$ cat config.mk
export PLATFORM = sky130hd
export DESIGN_NAME = fetch_prefetch_unit
export DESIGN_NICKNAME = d
export VERILOG_FILES = /design/src/rtl/fetch_prefetch_unit.sv
export SDC_FILE = /design/constraint.sdc
export NUM_CORES = 1
export LEC_CHECK = 0
export ABC_CLOCK_PERIOD_IN_PS = 6700
export CAP_MARGIN = 20
export CELL_PAD_IN_SITES_DETAIL_PLACEMENT = 1
export CELL_PAD_IN_SITES_GLOBAL_PLACEMENT = 2
export CORE_MARGIN = 2
export CORE_UTILIZATION = 44
export DETAILED_ROUTE_END_ITERATION = 8
export PLACE_DENSITY_LB_ADDON = 0.1
export RECOVER_POWER = 50
export SYNTH_ARGS = -nofsm -noshare
export SYNTH_HDL_FRONTEND = slang
export SYNTH_SLANG_ARGS = --single-unit
$ cat constraint.sdc
create_clock -name clk -period 6.7 [get_ports clk]
set_input_delay 1.34 -clock clk [delete_from_list [all_inputs] [get_ports clk]]
set_output_delay 1.34 -clock clk [all_outputs]
set_load 0.02 [all_outputs]
$ cat src/rtl/fetch_prefetch_unit.sv
// fetch_prefetch_unit: instruction-fetch front end ahead of the IF/ID register.
// Owns the fetch PC, issues word-addressed requests to instruction memory,
// buffers {pc, instr} pairs in a DEPTH-entry FIFO and hands them to ID with
// a valid/ready handshake. A redirect from EX flushes the FIFO and discards
// any response still in flight.
//
// Optional build macro: FETCH_STATS_EN adds saturating stat_fetched and
// stat_flushed counters.
//
// Ports:
//   clk, rst                    clock, asynchronous active-low reset
//   start                       begin fetching (pulse or level)
//   imem_req/imem_addr          request to instruction memory, held until ack
//   imem_ack/imem_rdata         response strobe and instruction word
//   redirect_valid/redirect_pc  taken branch/jump from EX
//   if_valid/if_instr/if_pc     FIFO head presented to ID
//   id_ready                    ID accepts the head this cycle
//   stat_fetched/stat_flushed   (FETCH_STATS_EN only) event counters
module fetch_prefetch_unit #(
  parameter int              DEPTH    = 4,
  parameter int              DATA_W   = 32,
  parameter logic [DATA_W-1:0] RESET_PC = '0
) (
  input  logic              clk,
  input  logic              rst,
  input  logic              start,
  output logic              imem_req,
  output logic [DATA_W-1:0] imem_addr,
  input  logic              imem_ack,
  input  logic [DATA_W-1:0] imem_rdata,
  input  logic              redirect_valid,
  input  logic [DATA_W-1:0] redirect_pc,
  output logic              if_valid,
  output logic [DATA_W-1:0] if_instr,
  output logic [DATA_W-1:0] if_pc,
  input  logic              id_ready
`ifdef FETCH_STATS_EN
  ,
  output logic [31:0]       stat_fetched,
  output logic [31:0]       stat_flushed
`endif
);

  localparam int AW = $clog2(DEPTH);
  localparam int CW = AW + 1;

  typedef enum logic [1:0] {IDLE, REQ, HOLD, DROP} state_e;

  state_e              state_q, state_d;
  logic [DATA_W-1:0]   fetch_pc_q, fetch_pc_d;
  logic                imem_req_q, imem_req_d;
  logic [DATA_W-1:0]   imem_addr_q, imem_addr_d;
  logic [AW-1:0]       rd_ptr_q, rd_ptr_d, wr_ptr_q, wr_ptr_d;
  logic [CW-1:0]       count_q, count_d;

  logic [DEPTH-1:0][DATA_W-1:0] instr_mem_q;
  logic [DEPTH-1:0][DATA_W-1:0] pc_mem_q;

  logic push, pop;

  assign imem_req  = imem_req_q;
  assign imem_addr = imem_addr_q;

  // A redirect hides the head so ID never consumes a wrong-path instruction.
  assign if_valid = (count_q != '0) && !redirect_valid;
  assign if_instr = (count_q != '0) ? instr_mem_q[rd_ptr_q] : '0;
  assign if_pc    = (count_q != '0) ? pc_mem_q[rd_ptr_q]    : '0;

  assign push = (state_q == REQ) && imem_ack && !redirect_valid;
  assign pop  = if_valid && id_ready;

  always_comb begin
    state_d    = state_q;
    fetch_pc_d = fetch_pc_q;
    rd_ptr_d   = rd_ptr_q;
    wr_ptr_d   = wr_ptr_q;
    count_d    = count_q;

    if (redirect_valid) begin
      count_d    = '0;
      rd_ptr_d   = '0;
      wr_ptr_d   = '0;
      fetch_pc_d = redirect_pc;
    end else begin
      if (push) begin
        wr_ptr_d   = wr_ptr_q + AW'(1);
        fetch_pc_d = fetch_pc_q + DATA_W'(1);
      end
      if (pop) rd_ptr_d = rd_ptr_q + AW'(1);
      count_d = count_q + CW'(push) - CW'(pop);
    end

    unique case (state_q)
      IDLE: if (start && !redirect_valid) state_d = REQ;
      REQ: begin
        if (redirect_valid)   state_d = imem_ack ? REQ : DROP;
        else if (imem_ack)    state_d = (count_d < CW'(DEPTH)) ? REQ : HOLD;
      end
      HOLD: begin
        if (redirect_valid || (count_d < CW'(DEPTH))) state_d = REQ;
      end
      // The abandoned request completes on its ack even if another redirect
      // lands that cycle; fetch_pc already holds the newest target.
      DROP: if (imem_ack) state_d = REQ;
      default: state_d = IDLE;
    endcase

    imem_req_d = (state_d == REQ) || (state_d == DROP);
    // DROP keeps presenting the abandoned address until memory answers it.
    if (state_d == DROP)
      imem_addr_d = (state_q == DROP) ? imem_addr_q : fetch_pc_q;
    else
      imem_addr_d = fetch_pc_d;
  end

  always_ff @(posedge clk or negedge rst) begin
    if (!rst) begin
      state_q     <= IDLE;
      fetch_pc_q  <= RESET_PC;
      imem_req_q  <= 1'b0;
      imem_addr_q <= RESET_PC;
      rd_ptr_q    <= '0;
      wr_ptr_q    <= '0;
      count_q     <= '0;
    end else begin
      state_q     <= state_d;
      fetch_pc_q  <= fetch_pc_d;
      imem_req_q  <= imem_req_d;
      imem_addr_q <= imem_addr_d;
      rd_ptr_q    <= rd_ptr_d;
      wr_ptr_q    <= wr_ptr_d;
      count_q     <= count_d;
    end
  end

  // Storage needs no reset: count_q gates every read.
  always_ff @(posedge clk) begin
    if (push) begin
      instr_mem_q[wr_ptr_q] <= imem_rdata;
      pc_mem_q[wr_ptr_q]    <= fetch_pc_q;
    end
  end

`ifdef FETCH_STATS_EN
  logic [31:0] stat_fetched_q, stat_fetched_d;
  logic [31:0] stat_flushed_q, stat_flushed_d;
  logic        discard_rsp;
  logic [32:0] fetched_sum, flushed_sum;

  assign stat_fetched = stat_fetched_q;
  assign stat_flushed = stat_flushed_q;

  // A response is thrown away when it returns under a redirect or in DROP.
  assign discard_rsp = imem_ack &&
                       (((state_q == REQ) && redirect_valid) || (state_q == DROP));

  always_comb begin
    fetched_sum = {1'b0, stat_fetched_q} + 33'(push);
    flushed_sum = {1'b0, stat_flushed_q} + 33'(discard_rsp);
    if (redirect_valid) flushed_sum = flushed_sum + 33'd1 + 33'(count_q);
    stat_fetched_d = fetched_sum[32] ? 32'hFFFF_FFFF : fetched_sum[31:0];
    stat_flushed_d = flushed_sum[32] ? 32'hFFFF_FFFF : flushed_sum[31:0];
  end

  always_ff @(posedge clk or negedge rst) begin
    if (!rst) begin
      stat_fetched_q <= '0;
      stat_flushed_q <= '0;
    end else begin
      stat_fetched_q <= stat_fetched_d;
      stat_flushed_q <= stat_flushed_d;
    end
  end
`endif

endmodule

==> flow_summary.json, run 1 <==
{
  "syn_inst": 827,
  "drt_iter0_drc": 566,
  "rsz0062_at_grt": "no",
  "synth_area_leader_cell": "edfxtp_1",
  "crit_chain": "dlygate4sd3_1 > inv_2 > and2_1 > clkdlybuf4s50_1",
  "port-buffer-count": 167,
  "ys_seq_elements": 330,
  "synth_area_leaders": "edfxtp_1, dfrtp_1, mux4_2",
  "synth_edf_count": 256,
  "dp_cells": 1356,
  "coreArea_mm2": 0.0306,
  "cts_root_buf": "clkbuf_16",
  "setup-tns-final_ns": 0,
  "cts_tree": "yes",
  "synth.most_common_cell": "edfxtp_1",
  "die_y_um": 180,
  "criticalPathCategory": "in -> out",
  "vias": 8052,
  "yosysWarnings": 0,
  "gp_congestion": 0.776,
  "period_minus_slack_ns": 4.74,
  "hold_buffers": 0,
  "status": "finished clean",
  "layoutNonFillerInstCount": 1422,
  "async_flop_share_pct": 22.4,
  "routed_wl_mm": 33.7,
  "period_share_pct": 70.8,
  "maxCapViolCount": 0,
  "drc_errors": 0,
  "dieArea_mm2": 0.0325,
  "die_w_um": 180,
  "routedWlPerCell_um": 23.7,
  "ys_top_cells_by_count": "edfxtp_1, dfrtp_1, and2_1",
  "postCtsSetupBuffers": 0,
  "synthDistinctLibCells": 60,
  "finalSetupViolCount": 0,
  "drt-pass1-iter-count": 5,
  "endpoint_kind": "output pin",
  "slew_viol_final": 0,
  "grt_start_max_net_pins": 75,
  "ys_seq_area_share_pct": 69.7,
  "synth_top_area_share_pct": 56.2,
  "ys.flop_type": "edfxtp_1",
  "clk_path_buf_depth": 3,
  "timing.hold.ws_ns": 0.525,
  "drive_gt1_share_pct": 15.4,
  "boundaryPins": 168,
  "num_antenna_cells": 0,
  "clkTransAtPathRegs_ns": 0.06,
  "avgSynthCellArea_um2": 16.6,
  "worst_ir_drop_vdd_uv": 212,
  "grt_use_total_pct": 21.0,
  "crit_fanout": 23,
  "cp-start-kind": "primary input",
  "nets": 1077,
  "grt_antenna_before_repair": 0,
  "cts_sinks": 330,
  "clock_latency_ns": 0.52,
  "final_antenna_net_count": 0,
  "cts-resized-gates": 0,
  "relSlewSlack_pct": 28.6,
  "overflow": 0,
  "grt_pass1_wl_mm": 52.9,
  "syn_to_final_growth_pct": 23.6,
  "cp_slowest_cell": "dlygate4sd3_1",
  "critPathRequiredTime_ns": 5.36,
  "fin_skew_ns": 0.0205,
  "rows": 64,
  "worstMarginPinSlew_ns": 1.07,
  "power_density_mw_per_mm2": 405,
  "start_util_pct": 44.7,
  "grt_pass1_vias": 8985,
  "cts_buffers": 36,
  "syn_nets": 905,
  "htree_levels": 2,
  "p_leak_uw": 0.00574,
  "hold_class": "reg -> reg",
  "max_freq_mhz": 211,
  "netlist_area_mm2": 0.0137,
  "hpwl_mm": 20.7,
  "hold_violations": 0,
  "routed_via_density": 5.66,
  "slowest_delay_ns": 1.24,
  "worstPathArrival_ns": 3.40
}
==> cell families (layout without fill, tap and decap cells) <==
logic type	count (synthesis)	after routing	share of synthesized area (%)
fa+ha+maj	8	8	0.786
xor+xnor	30	30	1.92
buf+inv	57	256	1.69
flops	330	330	69.7
compound gates	104	104	5.36
simple gates	220	220	8.89
mux	78	78	11.7
==> critical path: cells and delay by family <==
kind | cells | cell delay (ns)
simple gates | 1 | 0.18
buf+inv | 3 | 1.87
==> through the flow <==
stage | worst slack [ns] | utilization [%] | cell area [um2] | total power [uW]
final | 1.96 | 55.3 | 16900 | 6860
after global routing | 1.69 | 55.3 | 16900 | 7180
after CTS | 1.81 | 55.4 | 16900 | 6990
after detailed placement | 1.95 | 51.6 | 15800 | 5020
after global placement | 2.05 | 51.6 | 15800 | 4970
after floorplan | 2.65 | - | 13700 | 3980
==> where the power goes <==
group          switching (uW)  internal (uW)
Clock                     789           1170
Combinational            1130           1040
Sequential                261           2470
Total                    2180           4680
==> cell usage in the layout, fill, tap and decap left out, types with 36 or more instances in the layout <==
cell type,instances
nand2_1,50
dlygate4sd3_1,67
mux4_2,64
nor2_1,36
and2_1,66
dfrtp_1,72
edfxtp_1,256
clkdlybuf4s50_1,99
clkbuf_16,37
==> flip-flops by register name, indices dropped and copies added (netlist names) <==
signal       cells
imem_addr       32
pc_mem_q       128
count_q          3
instr_mem_q    128
rd_ptr_q         2
imem_req         1
state_q          2
wr_ptr_q         2
fetch_pc_q      32
==> worst paths after layout <==
path	from	end	slack [ns]	cells after the start
max	redirect_valid	if_valid	1.96	4
max reg2reg	count_q[1]	state_q[1]	3.43	14
min	imem_addr[7]	imem_addr[7]	0.52	2
min reg2reg	imem_addr[7]	imem_addr[7]	0.52	2
max in group asynchronous	rst	rd_ptr_q[1]	4.88	2
min in group asynchronous	rst	imem_addr[20]	1.09	2
==> metal layers <==
metal / vias to the layer above / global-route usage [%] / wire length (um)
met4: 0 / 5.58 / 653
met5: - / 0 / 0
met1: 4227 / 29.1 / 15100
li1: 3564 / - / -
met2: 214 / 35.1 / 16700
met3: 47 / 2.93 / 1310
==> area by class of cell <==
cell class / count / area, um2
Inverter: 13 / 48.8
Sequential cell: 330 / 9550
Fill cell: 2856 / 13700
Clock inverter: 22 / 216
Timing Repair Buffer: 178 / 1750
Multi-Input combinational cell: 440 / 3910
Tap cell: 396 / 495
Clock buffer: 43 / 948
Note: power is estimated with default switching activity, not from simulation.
==> run 2: changes to the inputs <==
ABC_CLOCK_PERIOD_IN_PS = 4300   (was 6700)
CORE_UTILIZATION = 37   (was 44)
clock period = 4.3 ns   (was 6.7 ns; I/O delays follow)
==> flow_summary.json, run 2 (synthesis gave the netlist of run 1 again) <==
{
  "reg_top3": "instr_mem_q x128, pc_mem_q x128",
  "rows": 70,
  "dpl-instance-area_mm2": 0.0160,
  "layout_common_cells": "edfxtp_1, clkdlybuf4s50_1, dfrtp_1",
  "max_freq_mhz": 261,
  "coreArea_mm2": 0.0365,
  "rsz0062_at_grt": "no",
  "cp-start-kind": "register",
  "drt_iter0_drc": 425,
  "period_share_pct": 89.0,
  "final_common_cell": "edfxtp_1",
  "hold_class": "reg -> reg",
  "overflow": 0,
  "violations": "max-capacitance violations, max-slew violations",
  "routedWlPerCell_um": 22.4,
  "finalSetupViolCount": 0,
  "worst_ir_drop_vdd_uv": 231,
  "grt_use_total_pct": 18.1,
  "htree_levels": 2,
  "criticalPathCategory": "reg -> out",
  "crit_start": "count_q[1]",
  "vias": 7915,
  "timing.hold.ws_ns": 0.526,
  "cts_buffers": 38,
  "postCtsSetupBuffers": 0,
  "cts_root_buf": "clkbuf_16",
  "cts-resized-gates": 0,
  "worstMarginPinSlew_ns": 1.69,
  "layoutNonFillerInstCount": 1511,
  "endpoint_kind": "output pin",
  "nFillCells": 3568,
  "die_y_um": 196,
  "design_area_mm2": 0.0172,
  "relSlewSlack_pct": -12.8,
  "critPathRequiredTime_ns": 3.44,
  "clk_path_buf_depth": 3,
  "hold_buffers": 0,
  "routed_wl_mm": 33.8,
  "p_leak_uw": 0.00588,
  "multi_input_area_mm2": 0.00393,
  "port-buffer-count": 167,
  "hold_violations": 0,
  "final_antenna_net_count": 0,
  "r2r-start": "count_q[1]",
  "routed_via_density": 5.24,
  "dp_cells": 1443,
  "fin_skew_ns": 0.0190,
  "setup_slack_ns": 0.474,
  "die_w_um": 196,
  "setup-tns-final_ns": 0,
  "regArea_mm2": 0.00954,
  "nets": 1094,
  "clkTransAtPathRegs_ns": 0.06,
  "hpwl_mm": 22.1,
  "start_util_pct": 37.5,
  "cts_tree": "yes",
  "period_minus_slack_ns": 3.83,
  "drc_errors": 0,
  "grt_start_max_net_pins": 75,
  "min_from": "imem_addr[16]",
  "clock_latency_ns": 0.52,
  "power_density_mw_per_mm2": 626,
  "grt_antenna_before_repair": 0,
  "grt_pass1_vias": 8605,
  "gp_congestion": 0.735,
  "crit_fanout": 49,
  "cts_sinks": 330,
  "preCtsSetupSlack_ns": 0.716,
  "num_antenna_cells": 0,
  "boundaryPins": 168,
  "grt_pass1_wl_mm": 52.9,
  "maxCapViolCount": 1,
  "drt-pass1-iter-count": 4,
  "drive_gt1_share_pct": 16.5,
  "dieArea_mm2": 0.0385,
  "syn_to_final_growth_pct": 25.9,
  "status": "finished with violations",
  "slew_viol_final": 30,
  "worstPathArrival_ns": 2.97
}
[run 2: changes by cell type in the layout (fill, tap and decap cells not counted), moves of 2 or more]
cell,before,now
clkbuf_8,0,2
nand3b_1,3,1
clkinv_1,5,8
clkbuf_2,0,2
clkinv_2,9,6
buf_4,9,17
buf_12,0,6
clkbuf_16,37,39
[run 2: metal layers]
| metal | wire, um | part of all wire [%] | global-route usage (%) |
|---|---|---|---|
| met1 | 15700 | 47 | 25.5 |
| met2 | 16300 | 48 | 29.7 |
| met3 | 1270 | 3.7 | 2.74 |
| met4 | 546 | 1.6 | 4.24 |
| met5 | 0 | 0 | 0 |
[run 2: stage by stage]
step / util, % / power [uW]
global route: 47.2 / 11300
global placement: 43.9 / 7900
CTS: 47.2 / 11000
finish: 47.2 / 10800
detailed placement: 43.9 / 7910
floorplan: - / 6200
[run 2: final cells by class]
cell class | instances | share of cell area [%]
sequential | 330 | 55.4
multi-input combinational | 440 | 22.8
timing repair buffer | 193 | 11.2
clock buffer | 47 | 5.95
tap | 468 | 3.40
clock inverter | 20 | 1.02
inverter | 13 | 0.283
[run 2: path summary, 6_finish.rpt]
kind	cells after the start	end	slack, ns
hold reg to reg	2	imem_addr[16]	0.53
max in group asynchronous	2	imem_addr[1]	1.53
setup / recovery	4	if_pc[0]	0.47
setup reg to reg	13	state_q[1]	1.11
min in group asynchronous	1	imem_addr[26]	0.78
hold / removal	2	imem_addr[16]	0.53
[run 2: critical path: stages (launching register included)]
cell and delay [ns]:
dfrtp_1 0.41, or3_1 0.58, buf_4 0.53, and2_1 0.27
clkdlybuf4s50_1 0.64
[run 2: where the power goes]
group          switching, uW  leakage [uW]  total, uW  internal, uW
Clock                   1220      0.000590       3090          1870
Combinational           1860       0.00210       3520          1660
Sequential               326       0.00319       4170          3850
